**src/rtl/load_ext_pkg.sv**
```systemverilog
// Package for the load extension controller.
// Holds the load opcode encodings, the controller FSM state type,
// the default wait timeout and small opcode-classification helpers.
// Optional feature macro used by the controller: MISALIGN_TRAP_EN.
package load_ext_pkg;

  // Load opcode low bits as they arrive on req_op.
  typedef enum logic [2:0] {
    OP_LB  = 3'b000,
    OP_LH  = 3'b001,
    OP_LW  = 3'b011,
    OP_LBU = 3'b100,
    OP_LHU = 3'b101
  } load_op_e;

  typedef enum logic [1:0] {
    IDLE = 2'd0,
    WAIT = 2'd1,
    RESP = 2'd2
  } state_e;

  localparam int TIMEOUT_CYC_DEF = 16;

  // True for the five load opcodes the controller executes.
  function automatic logic op_is_legal(input logic [2:0] op);
    case (op)
      OP_LB, OP_LH, OP_LW, OP_LBU, OP_LHU: return 1'b1;
      default:                             return 1'b0;
    endcase
  endfunction

  // True when the low address bits do not match the access size.
  function automatic logic op_is_misaligned(input logic [2:0] op,
                                            input logic [1:0] lo);
    case (op)
      OP_LH, OP_LHU: return lo[0];
      OP_LW:         return |lo;
      default:       return 1'b0;
    endcase
  endfunction

endpackage

```
**src/rtl/load_lane_ext.sv**
```systemverilog
// Combinational lane select and extension for a load result.
// Ports:
//   rdata  - 32-bit memory word (little-endian lanes)
//   addr   - low two bits of the byte address
//   op     - load opcode (LB/LH/LW/LBU/LHU); other codes give 0
//   result - extended 32-bit load result
// Halfword selection uses addr[1] only, so an odd halfword address
// reads the halfword that contains it.
module load_lane_ext
  import load_ext_pkg::*;
(
  input  logic [31:0] rdata,
  input  logic [1:0]  addr,
  input  logic [2:0]  op,
  output logic [31:0] result
);

  logic        [7:0]  byte_sel;
  logic        [15:0] half_sel;
  logic signed [7:0]  byte_s;
  logic signed [15:0] half_s;

  always_comb begin
    byte_sel = rdata[{addr, 3'b000} +: 8];
    half_sel = rdata[{addr[1], 4'b0000} +: 16];
    byte_s   = signed'(byte_sel);
    half_s   = signed'(half_sel);
    result   = 32'd0;
    case (op)
      OP_LB:   result = unsigned'(32'(byte_s));
      OP_LH:   result = unsigned'(32'(half_s));
      OP_LW:   result = rdata;
      OP_LBU:  result = {24'd0, byte_sel};
      OP_LHU:  result = {16'd0, half_sel};
      default: result = 32'd0;
    endcase
  end

endmodule

```
**src/rtl/load_ext_ctrl.sv**
```systemverilog
// Load controller: accepts one load request at a time, performs a single
// word read from data memory, extends the addressed lane and returns the
// result with an error flag.
// Ports:
//   CLK, RST             - clock, synchronous active-high reset
//   req_valid/req_ready  - request handshake (ready only when idle)
//   req_addr, req_op     - byte address and load opcode
//   mem_req, mem_addr    - read strobe and word-aligned address
//   mem_ack, mem_rdata   - read completion and data
//   rsp_valid/rsp_ready  - response handshake
//   rsp_data, rsp_err    - extended result and failure flag
// Parameter TIMEOUT_CYC: WAIT cycles allowed before the load is aborted.
// Macro MISALIGN_TRAP_EN: when defined, misaligned LH/LHU/LW fail without
// a memory access; when undefined, the offending low bits are ignored.
module load_ext_ctrl
  import load_ext_pkg::*;
#(
  parameter int TIMEOUT_CYC = TIMEOUT_CYC_DEF
) (
  input  logic        CLK,
  input  logic        RST,
  input  logic        req_valid,
  output logic        req_ready,
  input  logic [31:0] req_addr,
  input  logic [2:0]  req_op,
  output logic        mem_req,
  output logic [31:0] mem_addr,
  input  logic        mem_ack,
  input  logic [31:0] mem_rdata,
  output logic        rsp_valid,
  input  logic        rsp_ready,
  output logic [31:0] rsp_data,
  output logic        rsp_err
);

  localparam int CNT_W = (TIMEOUT_CYC > 1) ? $clog2(TIMEOUT_CYC) : 1;
  localparam logic [CNT_W-1:0] CNT_LAST = CNT_W'(TIMEOUT_CYC - 1);

  state_e           state, state_nxt;
  logic [CNT_W-1:0] cnt;
  logic [2:0]       op_q;
  logic [1:0]       lane_q;
  logic [31:0]      ext_data;
  logic             misalign;
  logic             go_wait;
  logic             go_trap;
  logic             ack_hit;
  logic             timeout;

`ifdef MISALIGN_TRAP_EN
  assign misalign = op_is_misaligned(req_op, req_addr[1:0]);
`else
  assign misalign = 1'b0;
`endif

  always_ff @(posedge CLK) begin
    if (RST) state <= IDLE;
    else     state <= state_nxt;
  end

  always_comb begin
    state_nxt = state;
    req_ready = 1'b0;
    mem_req   = 1'b0;
    rsp_valid = 1'b0;
    go_wait   = 1'b0;
    go_trap   = 1'b0;
    ack_hit   = 1'b0;
    timeout   = 1'b0;
    case (state)
      IDLE: begin
        req_ready = 1'b1;
        if (req_valid) begin
          if (!op_is_legal(req_op) || misalign) begin
            go_trap   = 1'b1;
            state_nxt = RESP;
          end else begin
            go_wait   = 1'b1;
            state_nxt = WAIT;
          end
        end
      end
      WAIT: begin
        mem_req = 1'b1;
        // An ack in the last allowed cycle wins over the timeout.
        if (mem_ack) begin
          ack_hit   = 1'b1;
          state_nxt = RESP;
        end else if (cnt == CNT_LAST) begin
          timeout   = 1'b1;
          state_nxt = RESP;
        end
      end
      RESP: begin
        rsp_valid = 1'b1;
        if (rsp_ready) state_nxt = IDLE;
      end
      default: state_nxt = IDLE;
    endcase
  end

  // Wait counter, read address and response registers
  always_ff @(posedge CLK) begin
    if (RST) begin
      cnt      <= '0;
      mem_addr <= 32'd0;
      rsp_data <= 32'd0;
      rsp_err  <= 1'b0;
    end else begin
      if (go_wait) begin
        cnt      <= '0;
        mem_addr <= {req_addr[31:2], 2'b00};
      end else if (state == WAIT && !mem_ack && !timeout) begin
        cnt <= cnt + 1'b1;
      end

      if (go_trap || timeout) begin
        rsp_data <= 32'd0;
        rsp_err  <= 1'b1;
      end else if (ack_hit) begin
        rsp_data <= ext_data;
        rsp_err  <= 1'b0;
      end
    end
  end

  // Captured request fields feeding the lane extender during WAIT
  always_ff @(posedge CLK) begin
    if (go_wait) begin
      op_q   <= req_op;
      lane_q <= req_addr[1:0];
    end
  end

  load_lane_ext u_lane_ext (
    .rdata  (mem_rdata),
    .addr   (lane_q),
    .op     (op_q),
    .result (ext_data)
  );

endmodule
```
**config.mk**
```make
export PLATFORM = sky130hd
export DESIGN_NAME = load_ext_ctrl
export DESIGN_NICKNAME = d
export VERILOG_FILES = /design/src/rtl/load_ext_pkg.sv /design/src/rtl/load_lane_ext.sv /design/src/rtl/load_ext_ctrl.sv
export SDC_FILE = /design/constraint.sdc
export NUM_CORES = 1
export LEC_CHECK = 0
export CORE_AREA = 2 2 113 115
export CTS_CLUSTER_DIAMETER = 120
export DETAILED_ROUTE_END_ITERATION = 6
export DIE_AREA = 0 0 115 117
export MAX_ROUTING_LAYER = met4
export PLACE_DENSITY_LB_ADDON = 0.08
export SLEW_MARGIN = 20
export SYNTH_ARGS = -nofsm -noshare
export SYNTH_HDL_FRONTEND = slang
export SYNTH_SLANG_ARGS = --single-unit
```
**constraint.sdc**
```tcl
create_clock -name CLK -period 4.6 [get_ports CLK]
set_input_delay 1.38 -clock CLK [delete_from_list [all_inputs] [get_ports CLK]]
set_output_delay 1.38 -clock CLK [all_outputs]
set_load 0.005 [all_outputs]
```
# --- After elaboration in Yosys (flattened, before gate mapping) ---
# Cells that the tools add are included.
totals:
  ff_bits: 74
  output_inout_bits: 68
op_classes:
  addsub: 1
  n_eq_ne: 14
  n_shift: 2
  mux: 26
  reduce_logical: 13
op_table:
  columns: ["cell", "count"]
  rows:
  - ["$pmux 32 s5", 1]
  - ["$shiftx 32x6->16", 1]
  - ["$shiftx 32x6->8", 1]
  - ["$mux 1", 19]
  - ["$eq 3x3->1 const B", 4]
  - ["$mux 2", 5]
  - ["$eq 3x1->1 const B", 2]
  - ["$eq 3x2->1 const B", 2]
  - ["$logic_not 3->1", 2]
  - ["$pmux 2 s3", 1]
  - ["$reduce_or 5->1", 1]
  - ["$add 4x1->4 const B", 1]
  - ["$eq 4x4->1 const B", 1]
  - ["$ne 2x2->1 const B", 2]
  - ["$reduce_or 2->1", 2]
  - ["$ne 3x3->1 const B", 1]
  - ["$reduce_and 3->1", 1]
  - ["$eq 2x1->1 const B", 1]
  - ["$eq 2x2->1 const B", 1]
  - ["$logic_and 1x1->1", 2]
  - ["$logic_not 1->1", 2]
  - ["$logic_not 2->1", 1]
  - ["$reduce_bool 2->1", 1]
  - ["$logic_or 1x1->1", 1]

# --- Longest topological paths before layout ---
# Gate-level depths: netlist (run 1).
logic_depth:
  word_depth: 10
  mapped_depth: 6
  ltp_nobuf: 5

# --- Modules after synthesis ---
# A second synthesis (run 1) with hierarchy kept.
unflattened:
  hier_cells: 441
  area_unflattened_um2: 3573.4
modules_own_cells:
  columns: ["module", "n_inst", "cells_each", "area_per_inst_um2", "seq_area_each_um2"]
  rows:
  - ["load_ext_ctrl", 1, 327, 2864.0, 1531.5]
  - ["load_lane_ext", 1, 114, 709.4, 0.0]

# --- Worst setup path after synthesis (run 1) ---
# No wires, ideal clock.
synth_path:
  path_kind: "input port to flip-flop"
  start: "in req_op[2]"
  end: "reg mem_addr[18]"
  arrival_ns: 2.519
  required_ns: 4.472
  setup_slack_ns: 1.953
  cell_stages: 6
  path_buffers: 2
  path_cell_list: "nand2b_1 -> a2111oi_2 -> buf_4 -> buf_6 -> mux2i_1 -> nor2_1"
synth_between:
  elab_chain_cells: 8
  elab_cells_between_ends: 12
  classes_between: "4 x eq/ne; 6 x mux; 2 x reduce/logical"
synth_rtl:
  columns: ["element", "line", "text"]
  rows:
  - ["from (decl)", "load_ext_ctrl.sv:25", "input logic [2:0] req_op,"]
  - ["$eq 3x1->1 (tied with other cells)", "load_ext_pkg.sv:26", "case (op)"]
  - ["$reduce_or 5->1 (*)", "load_ext_pkg.sv:26", null]
  - ["$mux 1 (*)", "load_ext_pkg.sv:26", null]
  - ["$mux 1 (*)", "load_ext_ctrl.sv:73", "if (req_valid) begin"]
  - ["$mux 1 (*)", "load_ext_ctrl.sv:70", "case (state)"]
  - ["$mux 1 (*)", "load_ext_ctrl.sv:74", "if (!op_is_legal(req_op) || misalign) begin"]
  - ["$mux 1 (*)", "load_ext_ctrl.sv:73", null]
  - ["$mux 1 (*)", "load_ext_ctrl.sv:70", null]
  - ["named net go_wait", "load_ext_ctrl.sv:45", "logic go_wait;"]
  - ["to (signal assigned)", "load_ext_ctrl.sv:112", "mem_addr <= {req_addr[31:2], 2'b00};"]
  - ["to (decl)", "load_ext_ctrl.sv:27", "output logic [31:0] mem_addr,"]
# The timed path passes the listed nets; every way through them passes the cells marked *. The select of a mux whose other input is x is not followed.
# A chain may end at the register's enable or synchronous reset.

# --- Worst setup path in the final report (run 1) ---
layout_path:
  start: "in mem_ack"
  end: "reg rsp_data[19]"
layout_between:
  elab_chain_cells: 4
  elab_cells_between_ends: 6
  classes_between: "4 x mux; 2 x reduce/logical"
layout_rtl:
  columns: ["element", "line", "text"]
  rows:
  - ["from (decl)", "load_ext_ctrl.sv:28", "input logic mem_ack,"]
  - ["$mux 1", "load_ext_ctrl.sv:86", "if (mem_ack) begin"]
  - ["$mux 1", "load_ext_ctrl.sv:70", null]
  - ["$logic_or 1x1->1", "load_ext_ctrl.sv:117", "if (go_trap || timeout) begin"]
  - ["$reduce_or 2->1 (no source line)", null, null]
  - ["to (signal assigned)", "load_ext_ctrl.sv:121", "rsp_data <= ext_data;"]
  - ["to (decl)", "load_ext_ctrl.sv:32", "output logic [31:0] rsp_data,"]
# Parallel ways exist; a longest one is shown, timed or not.

==> flow_metrics.py, run 1 <==
metrics = {
    "status": {
        "status": "completed",
    },
    "grt": {
        "antenna_found_initial": 0,
        "grt_max_degree": 42,
        "grt_pass1_wl_um": 16200,
        "grt.overflow.total": 0,
        "grtUsageTotal": 0.161,
        "grt_pass1_vias": 3184,
    },
    "job": {
        "cap_violations": 0,
    },
    "critical_path": {
        "crit_path_cell_trace": "clkdlybuf4s50_1, nand3b_2, a211oi_4, o31ai_1, a21oi_1",
        "crit_cells": 5,
        "required_ps": 4850,
        "cp.arrival_ps": 3480,
        "critPathLaunch": "mem_ack",
        "path_max_fanout": 21,
        "path_delay_family": "compound AO/OA/AOI/OAI gates",
        "cpPeakStageDelay_ps": 740,
        "reg2reg_slack_ps": 1850,
        "timing.critical_path.to": "rsp_data[19]",
        "crit_path_start_kind": "input port",
        "crit_type": "in2reg",
        "worst-path-buf-inv": 1,
        "rr_worst_depth": 4,
        "rr_endpoint": "rsp_data[5]",
        "r2r_start": "op_q[0]",
        "critPathCaptureType": "flop",
        "crit_path_top_delay_cell": "a211oi_4",
    },
    "synth": {
        "async_reset_ff_frac": 0,
        "synthCells": 375,
        "yosysTopAreaCell": "dfxtp_1",
        "ys.flop_type": "dfxtp_1",
        "synth_top_cells_by_count": "69 x dfxtp_1, 49 x nor2_1, 42 x mux2i_1",
        "synthDistinctLibCells": 50,
        "yosys_warnings": 0,
        "synth_area_leaders": "dfxtp_1 38%, mux2i_1 12%, nor2_1 5.1%",
        "synth_top_area_frac": 0.383,
        "ys_seq_area_frac": 0.425,
        "synth_seq_cells": 74,
        "synth-edff-count": 5,
        "synth.avg_cell_area_um2": 9.61,
        "synthMostInstantiatedCell": "dfxtp_1",
        "syn_area_um2": 3600,
    },
    "timing": {
        "hold_viol": 0,
        "post-route-period-util": 0.703,
        "tightest_slew_ps": 969,
        "slew_headroom": 0.351,
        "slew_viol_final": 0,
        "finalSetupViolCount": 0,
        "rsz0062_at_grt": "no",
        "fmax_mhz": 309,
        "worst_clock_skew_ps": 9.03,
        "fin_tns_setup_ps": 0,
        "min_period_ps": 3230,
        "setup_ws_ps": 1370,
    },
    "clocking": {
        "clock_latency_ps": 340,
        "cts_tree": "done",
        "post_cts_buffers": 0,
        "numCtsBuffers": 9,
        "clockRootBuffer": "clkbuf_16",
        "cts.sinks": 74,
        "ctsHoldBuffers": 0,
        "h-tree-depth": 3,
        "path_clk_slew_ps": 60,
        "cts_resized": 0,
        "cts_buffer_depth": 2,
    },
    "finish": {
        "nets": 570,
        "drive_gt1_frac": 0.0777,
        "multi_input_area_um2": 1880,
        "register_area_um2": 1530,
        "final_cells": 652,
        "antenna_cells": 0,
        "fill_cells": 1238,
        "syn2layout_area_growth_pct": 46.7,
    },
    "detailed_routing": {
        "postRouteAntennaNets": 0,
        "vias": 3189,
        "drtIter0Drc": 114,
        "firstDrtPassIters": 5,
        "drt_wl_total_um": 10600,
        "wl_per_cell_um": 16.3,
        "vias_per_cell": 4.89,
        "route.detailed.drc": 0,
    },
    "place": {
        "place.gp.congestion": 0.811,
        "post-place-ws_ps": 1030,
        "port_buffers": 137,
        "hpwl_um": 7630,
        "place_inst": 635,
    },
    "floorplan": {
        "rows": 41,
        "pin_count": 140,
        "die_w_um": 115,
        "die_y_um": 117,
        "coreArea_um2": 12300,
        "initial_core_util": 0.293,
        "dieArea_um2": 13500,
    },
    "power_and_ir_drop": {
        "peakVddDrop_mv": 0.125,
        "p_leak_nw": 2.00,
        "powerDensity_nw_per_um2": 307,
        "p_total_mw": 1.62,
    },
    "min_path": {
        "min_from": "rsp_data[28]",
        "min_path_type": "reg2reg",
    },
}
state kept, by name (all words and copies together) (netlist names):
name and flops:
cnt 4, rsp_data 32, lane_q 2, rsp_err 1, op_q 3, mem_addr 30, state 2
report_power, final:
part	total [mW]	switching, mW	internal (mW)
Combinational	0.274	0.118	0.155
Clock	0.642	0.265	0.378
Sequential	0.706	0.0290	0.677
cell families after synthesis:
logic type / Yosys count / synth area share
buffers and inverters: 35 / 0.0583
adders and majority gates: 1 / 0.00347
xor gates and xnor gates: 2 / 0.00486
DFF: 74 / 0.425
AOI/OAI and AO/OA: 81 / 0.196
muxes: 43 / 0.120
and+or+nand+nor: 138 / 0.192
other: 1 / 0.00104
final cells by class:
| cell class | count | share of cell area |
|---|---|---|
| flip-flops and latches | 74 | 0.290 |
| clock inverters | 3 | 0.00284 |
| well taps | 150 | 0.0355 |
| multi-input cells | 267 | 0.355 |
| clock buffers | 13 | 0.0473 |
| inverters | 4 | 0.00284 |
| repair buffers | 141 | 0.266 |
worst min-delay path, stage by stage, from the launching register on:
cell	delay, ps
dfxtp_1	310
nand2_1	50
a21oi_1	50
layout by cell type (no fill, tap or decap), types with 3 or more instances in the layout:
master           instances
a21oi_1                 18
nor2b_1                  4
o2bb2ai_1                7
dfxtp_1                 69
inv_1                    3
nor3_1                   4
buf_4                    3
mux2i_1                 42
nand2_1                 33
o21ai_0                  4
a211oi_2                 9
nand3_1                  4
and3_1                  23
clkbuf_16                9
nor3b_1                  6
o31ai_1                 16
nand2b_1                 5
edfxtp_1                 5
clkinv_2                 3
nor2_1                  49
a221o_1                  5
a31oi_1                  3
clkbuf_1                 3
clkdlybuf4s50_1        137
o31a_1                   5
metrics by stage:
stage,area (um2),hold WS (ps),utilization
floorplan,3610,448,-
global placement,5010,450,0.407
detailed placement,5010,456,0.407
CTS,5270,464,0.428
global route,5290,480,0.429
finish,5290,456,0.429
worst min-delay path by stage:
stage	to	cells past startpoint
floorplan	rsp_data[21]	2
global placement	rsp_data[22]	2
detailed placement	rsp_data[28]	2
CTS	rsp_data[28]	2
global route	rsp_data[28]	2
finish	rsp_data[28]	2
layer usage:
layer,track usage,up-vias,wire length (um)
met3,0.0412,13,764
met1,0.209,1471,4870
met4,0.0643,0,177
met5,-,-,0
met2,0.241,118,4810
li1,-,1587,-
Power figures use the tool's default switching activity.
==> run 2, diff against run 1 <==
- clock period: 4.6 -> 2.6 ns (I/O delays scaled with it)
==> run 2 against run 1 <==
  * Count of clock-buffer cells in the layout fell by 1
  * Final cell count rose by 1.7%
  * Wire length barely moved
  * Total power rose by 79%
  * Sequential power rose by 76%
  * Sequential share of layout area fell by 0.52 points
  * Core utilization rose by 0.79 points
  * Highest routed layer unchanged
==> flow_metrics.py, run 2 (synthesis gave the netlist of run 1 again) <==
metrics = {
    "floorplan": {
        "die_w_um": 115,
        "initial_core_util": 0.293,
        "coreArea_um2": 12300,
        "rows": 41,
        "die_y_um": 117,
        "dieArea_um2": 13500,
        "pin_count": 140,
    },
    "clocking": {
        "clockRootBuffer": "clkbuf_16",
        "numCtsBuffers": 9,
        "cts_tree": "done",
        "cts_buffer_depth": 2,
        "cts.sinks": 74,
        "clock_latency_ps": 340,
        "post_cts_buffers": 0,
        "path_clk_slew_ps": 60,
        "h-tree-depth": 3,
        "cts_resized": 0,
        "ctsHoldBuffers": 0,
    },
    "power_and_ir_drop": {
        "p_leak_nw": 2.05,
        "powerDensity_nw_per_um2": 538,
        "peakVddDrop_mv": 0.344,
    },
    "finish": {
        "layout_commonest_cell": "clkdlybuf4s50_1",
        "top_regs": "rsp_data: 32 flops, mem_addr: 30 flops, cnt: 4 flops",
        "nets": 581,
        "top_register": "rsp_data",
        "final_cell_mix": "137 x clkdlybuf4s50_1, 69 x dfxtp_1, 49 x nor2_1",
        "drive_gt1_frac": 0.0994,
        "largest_reg_flops": 32,
        "syn2layout_area_growth_pct": 49.4,
        "antenna_cells": 0,
    },
    "min_path": {
        "min_from": "rsp_data[27]",
        "min_path_type": "reg2reg",
        "whs_path_depth": 2,
        "whs_endpoint": "rsp_data[27]",
    },
    "timing": {
        "setup_ws_ps": 209,
        "worst_clock_skew_ps": 6.26,
        "tightest_slew_ps": 964,
        "hold_viol": 0,
        "fin_tns_setup_ps": 0,
        "finalSetupViolCount": 0,
        "slew_headroom": 0.354,
        "fin_hold_ws_ps": 450,
        "min_period_ps": 2390,
        "fmax_mhz": 418,
        "rsz0062_at_grt": "no",
        "post-route-period-util": 0.919,
        "slew_viol_final": 0,
    },
    "detailed_routing": {
        "postRouteAntennaNets": 0,
        "vias": 3221,
        "wl_per_cell_um": 16.0,
        "vias_per_cell": 4.86,
        "route.detailed.drc": 0,
        "drtIter0Drc": 110,
        "drt_wl_total_um": 10600,
        "firstDrtPassIters": 4,
    },
    "critical_path": {
        "crit_path_start_kind": "flop",
        "path_max_fanout": 9,
        "crit_type": "reg2out",
        "cp.arrival_ps": 1610,
        "required_ps": 1820,
        "rr_worst_depth": 4,
        "critPathCaptureType": "primary output",
        "rr_endpoint": "rsp_data[5]",
        "reg2reg_slack_ps": 470,
        "r2r_start": "lane_q[0]",
    },
    "grt": {
        "grtUsageTotal": 0.168,
        "antenna_found_initial": 0,
        "grt_pass1_wl_um": 16700,
        "grt.overflow.total": 0,
        "grt_pass1_vias": 3304,
        "grt_max_degree": 38,
    },
    "job": {
        "cap_violations": 0,
    },
    "place": {
        "place.gp.congestion": 0.761,
        "post-place-ws_ps": -75.6,
        "port_buffers": 137,
        "hpwl_um": 7820,
    },
    "status": {
        "status": "completed",
    },
}
-- run 2: cell type report --
| type | count | area (um2) |
|---|---|---|
| clock buffer | 12 | 246 |
| multi-input combinational | 267 | 1880 |
| clock inverter | 4 | 28.8 |
| timing repair buffer | 152 | 1500 |
| fill | 1240 | 6930 |
| tap | 150 | 188 |
| inverter | 4 | 15.0 |
| sequential | 74 | 1530 |
-- run 2: critical path: stages (launching register included) --
cell	delay [ps]
dfxtp_1	510
nor2b_1	230
clkdlybuf4s50_1	540
-- run 2: worst max path at each step --
stage / slack (ps) / start / depth (start not counted) / to
6_report: 210 / state[1] / 2 / rsp_valid
5_1_grt: 100 / state[1] / 2 / rsp_valid
4_1_cts: 190 / state[1] / 2 / rsp_valid
3_5_place_dp: -80 / mem_rdata[15] / 5 / rsp_data[20]
3_3_place_gp: -50 / mem_rdata[15] / 5 / rsp_data[17]
2_1_floorplan: 550 / req_op[2] / 6 / mem_addr[18]
-- run 2: stage by stage --
stage               power (mW)  cells  utilization  area (um2)
global route              3.05    663        0.437        5390
floorplan                 1.51    376            -        3610
detailed placement        1.77    647        0.415        5110
CTS                       2.95    663        0.437        5390
finish                    2.90    663        0.437        5390
global placement          1.77    647        0.415        5110
-- run 2: where the power goes --
part / total [mW] / switching (mW) / internal [mW]
Clock: 1.15 / 0.481 / 0.672
Sequential: 1.24 / 0.0372 / 1.20
Combinational: 0.511 / 0.223 / 0.288
Total: 2.90 / 0.741 / 2.16
-- run 2: metal layers --
metal  GRT usage  vias to the layer above  share of wire
met1       0.203                     1482           0.46
met4      0.0498                        0          0.012
met5           -                        -              0
li1            -                     1614              -
met2       0.265                      115           0.46
met3      0.0587                       10          0.066
==> run 3, diff against run 2 <==
- DONT_BUFFER_PORTS: default -> 1
==> run 3 against run 2 <==
  * Worst hold slack better by 20 ps
  * Critical path type is now reg2reg
  * Final cell count shrank 21%
  * Die area unchanged
  * Sequential power hardly changed
  * Non-clock buffer count decreased by 141
  * Setup slack improved by 320 ps
  * First-iteration DRC count increased by 1.8%
  * Sequential cell count stayed put
  * Fmax increased by 15%
  * Global-route usage fell by 1.8 points
  * Clock power rose by 9.6%
==> flow_metrics.py, run 3 (synthesis gave the netlist of run 1 again) <==
metrics = {
    "grt": {
        "grt.overflow.total": 0,
        "grt_max_degree": 43,
        "antenna_found_initial": 0,
        "grt_pass1_wl_um": 14700,
        "grt_pass1_vias": 2768,
        "grtUsageTotal": 0.150,
    },
    "timing": {
        "slew_headroom": 0.371,
        "fin_tns_setup_ps": 0,
        "min_period_ps": 2070,
        "post-route-period-util": 0.796,
        "fmax_mhz": 483,
        "finalSetupViolCount": 0,
        "slew_viol_final": 0,
        "tightest_slew_ps": 940,
        "worst_clock_skew_ps": 7.47,
        "hold_viol": 0,
        "rsz0062_at_grt": "no",
    },
    "detailed_routing": {
        "vias_per_cell": 5.08,
        "drtIter0Drc": 112,
        "vias": 2649,
        "drt_wl_total_um": 9670,
        "postRouteAntennaNets": 0,
        "route.detailed.drc": 0,
        "firstDrtPassIters": 4,
        "wl_per_cell_um": 18.6,
    },
    "clocking": {
        "h-tree-depth": 3,
        "path_clk_slew_ps": 60,
        "cts_buffer_depth": 2,
        "clockRootBuffer": "clkbuf_16",
        "cts.sinks": 74,
        "cts_tree": "done",
        "cts_resized": 0,
        "post_cts_buffers": 0,
        "numCtsBuffers": 9,
        "ctsHoldBuffers": 0,
        "clock_latency_ps": 340,
    },
    "finish": {
        "layout_commonest_cell": "dfxtp_1",
        "syn2layout_area_growth_pct": 10.8,
        "top_register": "rsp_data",
        "largest_reg_flops": 32,
        "drive_gt1_frac": 0.127,
        "final_cell_mix": "69 x dfxtp_1, 49 x nor2_1, 42 x mux2i_1",
        "final_cells": 521,
        "top_regs": "rsp_data: 32 flops, mem_addr: 30 flops, cnt: 4 flops",
        "antenna_cells": 0,
        "nets": 440,
    },
    "critical_path": {
        "cpPeakStageDelay_ps": 800,
        "worst-path-buf-inv": 1,
        "crit_type": "reg2reg",
        "cp.arrival_ps": 2320,
        "required_ps": 2850,
        "path_delay_family": "simple AND/OR/NAND/NOR gates",
        "critPathCaptureType": "flop",
        "crit_path_top_delay_cell": "nor3b_2",
        "crit_path_start_kind": "flop",
        "critPathLaunch": "op_q[1]",
        "crit_cells": 4,
        "crit_path_cell_trace": "buf_4, nor3b_2, o31ai_1, a21oi_1",
        "rr_worst_depth": 4,
        "r2r_start": "op_q[1]",
        "path_max_fanout": 26,
    },
    "job": {
        "cap_violations": 0,
    },
    "min_path": {
        "min_path_type": "reg2reg",
        "min_from": "rsp_data[28]",
        "whs_path_depth": 2,
    },
    "floorplan": {
        "die_w_um": 115,
        "initial_core_util": 0.293,
        "dieArea_um2": 13500,
        "coreArea_um2": 12300,
        "die_y_um": 117,
        "rows": 41,
        "pin_count": 140,
    },
    "place": {
        "place.gp.congestion": 0.772,
        "place_inst": 506,
        "port_buffers": 0,
        "hpwl_um": 7190,
    },
    "power_and_ir_drop": {
        "peakVddDrop_mv": 0.308,
        "p_leak_nw": 1.54,
        "powerDensity_nw_per_um2": 696,
        "p_total_mw": 2.78,
    },
    "status": {
        "status": "completed",
    },
}
-- run 3: through the flow --
stage | setup WS (ps) | utilization | hold WS, ps | area [um2]
after floorplan | 553 | - | 448 | 3610
after global placement | 440 | 0.300 | 466 | 3700
after detailed placement | 400 | 0.300 | 465 | 3700
after CTS | 541 | 0.324 | 473 | 3990
after global routing | 332 | 0.324 | 487 | 3990
final | 530 | 0.324 | 470 | 3990
-- run 3: path summary, 6_finish.rpt --
check | to | slack (ps)
hold reg to reg | rsp_data[28] | 470
setup reg to reg | rsp_data[31] | 530
setup / recovery | rsp_data[31] | 530
hold / removal | rsp_data[28] | 470
-- run 3: area by class of cell --
cell class / instances / area (um2)
Fill cell: 1289 / 8320
Multi-Input combinational cell: 267 / 1880
Sequential cell: 74 / 1530
Clock buffer: 12 / 256
Tap cell: 150 / 188
Timing Repair Buffer: 11 / 82.6
Clock inverter: 3 / 40.0
Inverter: 4 / 15.0
-- run 3: power by group --
group / total, mW / leakage, nW / switching (mW) / internal, mW
Clock: 1.26 / 0.148 / 0.471 / 0.787
Sequential: 1.25 / 0.607 / 0.0472 / 1.20
Combinational: 0.276 / 0.787 / 0.159 / 0.117
-- run 3: per-layer routing --
metal	GRT usage	routed length [um]	vias to the layer above
met5	-	0	-
li1	-	-	1330
met1	0.175	4190	1196
met4	0.0554	125	0
met2	0.224	4340	116
met3	0.0711	1010	7
-- run 3: worst register-to-register path, delay by kind of cell, from the launching register on --
family	cells	cell delay [ps]
simple gates	1	810
flops	1	500
compound gates	2	400
buf+inv	1	280
